[src/rtl/lif_array.sv]
// Time-multiplexed array of leaky integrate-and-fire neurons sharing one update datapath.
// Each accepted step sweeps every neuron once, then reports the spike vector with a done pulse.
module lif_array #(
    parameter int unsigned N_NEURONS = 8,
    parameter int unsigned WIDTH     = 8,
    parameter int unsigned REFRACT   = 2
) (
    input  logic                         clk,
    input  logic                         rst,
    input  logic                         step,
    input  logic [N_NEURONS*WIDTH-1:0]   current,
    input  logic [WIDTH-1:0]             threshold,
    input  logic [2:0]                   beta,
    input  logic                         reset_mode,
    input  logic [$clog2(N_NEURONS)-1:0] sel,
    output logic                         busy,
    output logic                         done,
    output logic [N_NEURONS-1:0]         spike,
    output logic [WIDTH-1:0]             state_out
);

    localparam int unsigned IW    = $clog2(N_NEURONS);
    localparam int unsigned CW    = $clog2(N_NEURONS + 1);
    localparam int unsigned RW    = (REFRACT > 0) ? $clog2(REFRACT + 1) : 1;
    localparam int unsigned Slots = 1 << IW;

    // The index runs one past the last neuron: that drain cycle hands the full
    // pending vector to spike on the edge that enters DONE.
    localparam logic [CW-1:0] DrainIdx = CW'(N_NEURONS);

    typedef enum logic [1:0] {StIdle, StSweep, StDone} state_e;

    state_e                 state_q, state_d;
    logic [CW-1:0]          idx_q, idx_d;
    logic                   accept;
    logic                   write_en;
    logic                   drain;

    logic [N_NEURONS*WIDTH-1:0] cur_q;
    logic [WIDTH-1:0]       thr_q;
    logic [2:0]             beta_q;
    logic                   mode_q;

    logic [WIDTH-1:0]       mem_q [Slots];
    logic [RW-1:0]          ref_q [Slots];
    logic [Slots-1:0]       pend_q;

    logic [IW-1:0]          cur_idx;
    logic [WIDTH-1:0]       v;
    logic [RW-1:0]          rc;
    logic [WIDTH-1:0]       cin;
    logic [WIDTH-1:0]       leaked;
    logic [WIDTH:0]         sum;
    logic [WIDTH-1:0]       sat;
    logic [WIDTH-1:0]       v_new;
    logic [RW-1:0]          rc_new;
    logic                   fire;

    always_ff @(posedge clk or posedge rst) begin
        if (rst) begin
            state_q <= StIdle;
            idx_q   <= '0;
        end else begin
            state_q <= state_d;
            idx_q   <= idx_d;
        end
    end

    always_comb begin
        state_d = state_q;
        idx_d   = idx_q;
        accept  = 1'b0;
        unique case (state_q)
            StIdle: begin
                if (step) begin
                    accept  = 1'b1;
                    idx_d   = '0;
                    state_d = StSweep;
                end
            end
            StSweep: begin
                if (idx_q == DrainIdx) begin
                    state_d = StDone;
                end else begin
                    idx_d = idx_q + 1'b1;
                end
            end
            StDone:  state_d = StIdle;
            default: state_d = StIdle;
        endcase
    end

    assign busy     = (state_q != StIdle);
    assign done     = (state_q == StDone);
    assign write_en = (state_q == StSweep) && (idx_q != DrainIdx);
    assign drain    = (state_q == StSweep) && (idx_q == DrainIdx);
    assign cur_idx  = idx_q[IW-1:0];

    always_comb begin
        v      = mem_q[cur_idx];
        rc     = ref_q[cur_idx];
        cin    = cur_q[cur_idx*WIDTH +: WIDTH];
        leaked = (beta_q == 3'd0) ? v : v - (v >> beta_q);
        sum    = {1'b0, leaked} + {1'b0, cin};
        sat    = sum[WIDTH] ? {WIDTH{1'b1}} : sum[WIDTH-1:0];
        v_new  = v;
        rc_new = '0;
        fire   = 1'b0;
        if (rc != '0) begin
            rc_new = rc - 1'b1;
        end else if (sat >= thr_q) begin
            fire   = 1'b1;
            rc_new = RW'(REFRACT);
            v_new  = mode_q ? (sat - thr_q) : '0;
        end else begin
            v_new = sat;
        end
    end

    always_ff @(posedge clk or posedge rst) begin
        if (rst) begin
            for (int i = 0; i < Slots; i++) begin
                mem_q[i] <= '0;
                ref_q[i] <= '0;
            end
            pend_q    <= '0;
            spike     <= '0;
            state_out <= '0;
            cur_q     <= '0;
            thr_q     <= '0;
            beta_q    <= '0;
            mode_q    <= 1'b0;
        end else begin
            if (accept) begin
                cur_q  <= current;
                thr_q  <= threshold;
                beta_q <= beta;
                mode_q <= reset_mode;
                pend_q <= '0;
            end
            if (write_en) begin
                mem_q[cur_idx]  <= v_new;
                ref_q[cur_idx]  <= rc_new;
                pend_q[cur_idx] <= fire;
            end
            if (drain) begin
                spike <= pend_q[N_NEURONS-1:0];
            end
            state_out <= mem_q[sel];
        end
    end

endmodule

[config.mk]
export PLATFORM = sky130hd
export DESIGN_NAME = lif_array
export DESIGN_NICKNAME = d
export VERILOG_FILES = /design/src/rtl/lif_array.sv
export SDC_FILE = /design/constraint.sdc
export NUM_CORES = 1
export LEC_CHECK = 0
export CAP_MARGIN = 15
export CORE_MARGIN = 1.5
export CORE_UTILIZATION = 50
export DETAILED_ROUTE_END_ITERATION = 6
export MAX_ROUTING_LAYER = met4
export PLACE_DENSITY = 0.71
export SETUP_SLACK_MARGIN = 0.05
export SYNTH_ARGS = -nofsm -noshare
export SYNTH_HDL_FRONTEND = slang
export SYNTH_SLANG_ARGS = --single-unit
export TNS_END_PERCENT = 10
[constraint.sdc]
create_clock -name clk -period 8.6 [get_ports clk]
set_clock_uncertainty 0.05 [all_clocks]
set_input_delay 1.29 -clock clk [delete_from_list [all_inputs] [get_ports clk]]
set_output_delay 1.29 -clock clk [all_outputs]
set_load 0.05 [all_outputs]
==> flow_summary.json <==
{
  "hold_depth": 2,
  "arrival_ps": 8010,
  "cp_max_fo": 37,
  "synth_top_family_by_area": "multiplexers",
  "yosys.area_share.xor_xnor_pct": 0.681,
  "ant_nets": 0,
  "postCtsSetupRepairBufs": 0,
  "dr.pass1.iters": 5,
  "hold_class": "reg -> reg",
  "setup_viol": 0,
  "rrSetupSlack_ps": 820,
  "gp_congestion": 0.914,
  "wl_met2_um": 13200,
  "die_y_um": 146,
  "cts.sinks": 186,
  "yosys.area.top_type": "dfrtp_1",
  "highest_layer": "met4",
  "pin_count": 100,
  "antenna_found_initial": 1,
  "reg2reg_depth": 28,
  "ys_warn_count": 0,
  "rsz0062_at_grt": "false",
  "dr.first_iter.drc_count": 649,
  "synthCells": 1029,
  "clkSlewWorstSetupHoldPaths_ps": 80,
  "syn_area_um2": 10300,
  "nets": 1224,
  "ys.flop_type": "dfrtp_1",
  "rr_endpoint": "mem_q[30]$_DFFE_PP0P_",
  "crit_type": "reg -> reg",
  "layout_min_cycle_time_ps": 7780,
  "postCtsHoldBufs": 0,
  "async_reset_ff_share_pct": 100,
  "grt_usage_pct": 27.3,
  "wl_per_cell_um": 19.4,
  "worstMarginPinSlew_ps": 922,
  "routed_wl_um": 27100,
  "dieWidth_um": 146,
  "synth_nets": 1139,
  "status": "finished clean",
  "period_share_pct": 90.4,
  "yosys_register_bits": 186,
  "cts_buffers": 17,
  "coreArea_um2": 20200,
  "fmax_ghz": 0.129,
  "cp_data_required_time_ps": 8830,
  "slowest_stage": "dfrtp_2",
  "root_buffer": "clkbuf_16",
  "num_rows": 52,
  "clock_path_buffers": 2,
  "holdPathEnd": "cur_q[48]$_DFFE_PP0P_",
  "synth_simple_gate_area_share_pct": 16.8,
  "worstSetupEndpointType": "flip-flop",
  "synth-edff-count": 0,
  "cap_violations": 0,
  "vias": 8206,
  "worstSkewPairLatency_ps": 450,
  "maxSlewViolCount": 0,
  "grt_start_max_net_pins": 89,
  "portBuffers": 99,
  "area_delta_synth_final_pct": 18.2,
  "dp_cells": 1365,
  "synthTopCellsByArea": "dfrtp_1, nand2_1, mux4_2",
  "tritoncts": "yes",
  "drt-met1-wl_um": 12000,
  "crit_path_frequent_cell": "o21ai_0",
  "muxShareOfSynthArea_pct": 17.3,
  "ys_seq_area_share_pct": 45.3,
  "start_kind": "flip-flop",
  "grt_pass1_vias": 8287,
  "synth_compound_area_share_pct": 12.9,
  "synth_top_area_share_pct": 45.3,
  "tns_ps": 0,
  "layoutNonFillerInstCount": 1398,
  "route.met3.wl_um": 1490,
  "regToRegStartpoint": "idx_q[2]$_DFFE_PP0P_",
  "drive_above_1_share_pct": 14.8,
  "initial_utilization_pct": 50.8,
  "via_per_inst": 5.87,
  "hold_viol_final": 0,
  "dp_hpwl_um": 18800,
  "avgSynthCellArea_um2": 9.99,
  "grt_overflow_total": 0,
  "route.detailed.drc": 0,
  "cp_slowest_stage_delay_ps": 720,
  "ctsResizeCount": 0,
  "synth_cell_types": 81,
  "htree_levels": 4,
  "synth_fa_ha_area_share_pct": 3.63,
  "die-area_um2": 21400,
  "hp-start": "cur_q[48]$_DFFE_PP0P_",
  "worst_slew_margin_rel_pct": 38.4,
  "grt_pass1_wl_um": 44500
}
stage by stage:
step	util (%)	hold WS [ps]	area (um2)	worst slack, ps
final	60.0	424	12200	822
after global routing	60.0	436	12200	124
after CTS	60.0	428	12100	967
after detailed placement	57.0	408	11500	1060
after global placement	57.0	403	11500	1170
after floorplan	-	387	10300	2200
flip-flops by register name, indices dropped and copies added, names as in the netlist:
signal	count
state_q	2
pend_q	8
state_out	8
beta_q	3
idx_q	4
mode_q	1
spike	8
mem_q	64
ref_q	16
cur_q	64
thr_q	8
worst max-delay path, delay by kind of cell (launching register included):
| kind | cells | cell delay [ps] |
|---|---|---|
| AOI/OAI and AO/OA | 13 | 3080 |
| and+or+nand+nor | 8 | 2030 |
| adders and majority gates | 4 | 1320 |
| DFF | 1 | 720 |
| buffers and inverters | 2 | 260 |
| xor gates and xnor gates | 1 | 140 |
area by class of cell:
| type | count | area [um2] |
|---|---|---|
| Clock buffer | 17 | 425 |
| Inverter | 26 | 103 |
| Sequential cell | 186 | 4660 |
| Tap cell | 270 | 338 |
| Fill cell | 1721 | 8080 |
| Multi-Input combinational cell | 763 | 5280 |
| Timing Repair Buffer | 120 | 1150 |
| Antenna cell | 1 | 2.50 |
| Clock inverter | 15 | 194 |
cell usage in the layout, fill, tap and decap left out, types with 4 or more instances in the layout:
master	Yosys	final
o31ai_1	10	10
nand2b_1	5	5
nor2b_1	10	10
o21ai_0	70	70
clkbuf_16	0	17
nor3b_1	4	4
nor3_1	16	16
o21a_1	5	5
and3_1	4	4
nand2_1	291	290
a22oi_1	6	6
clkdlybuf4s50_1	0	99
a211oi_1	7	7
ha_1	25	25
nand3_1	19	19
inv_8	0	5
mux2_1	7	7
inv_1	21	20
nor2_1	31	31
a221oi_1	9	9
mux4_2	35	35
a21o_1	7	7
mux2i_1	29	29
a21oi_1	31	31
mux2_2	53	53
dfrtp_1	186	184
xor2_1	6	6
buf_4	2	21
worst max path at each step:
stage,startpoint,end,slack [ps],depth (start not counted)
final,idx_q[2]$_DFFE_PP0P_,mem_q[30]$_DFFE_PP0P_,820,28
after floorplan,rst,beta_q[0]$_DFFE_PP0P_,2200,1
after global placement,idx_q[2]$_DFFE_PP0P_,mem_q[38]$_DFFE_PP0P_,1170,29
after CTS,idx_q[2]$_DFFE_PP0P_,mem_q[30]$_DFFE_PP0P_,970,28
after global routing,idx_q[2]$_DFFE_PP0P_,mem_q[30]$_DFFE_PP0P_,120,29
after detailed placement,idx_q[2]$_DFFE_PP0P_,mem_q[54]$_DFFE_PP0P_,1060,28
logic make-up (layout without fill, tap and decap cells):
family | count (synthesis) | count (layout)
buf+inv | 80 | 178
mux | 126 | 126
simple gates | 407 | 407
other cells | 0 | 1
xor+xnor | 8 | 8
fa+ha+maj | 28 | 28
compound gates | 194 | 194
flops | 186 | 186
Yosys cell counts (all sizes together), types with 5 or more instances:
library cell  instances
mux2i                31
buf                  22
a21o                  7
o21a                  5
mux2                 60
nand2               292
a22oi                 6
nor3                 16
ha                   25
dfrtp               186
a221oi                9
mux4                 35
nor2b                10
o31ai                14
nand2b                5
inv                  23
clkbuf               32
o21ai                72
a211oi                7
a21oi                31
nor2                 33
xor2                  6
nand3                19
metal layers:
layer  up-vias  global-route usage, %
met1      4081                   36.8
met3        31                   4.38
li1       3828                      -
met2       266                   43.2
met5         -                      -
met4         0                   7.73
Power is not shown: default switching activity piles up to over one toggle a cycle in this logic, so the estimate is an artifact.
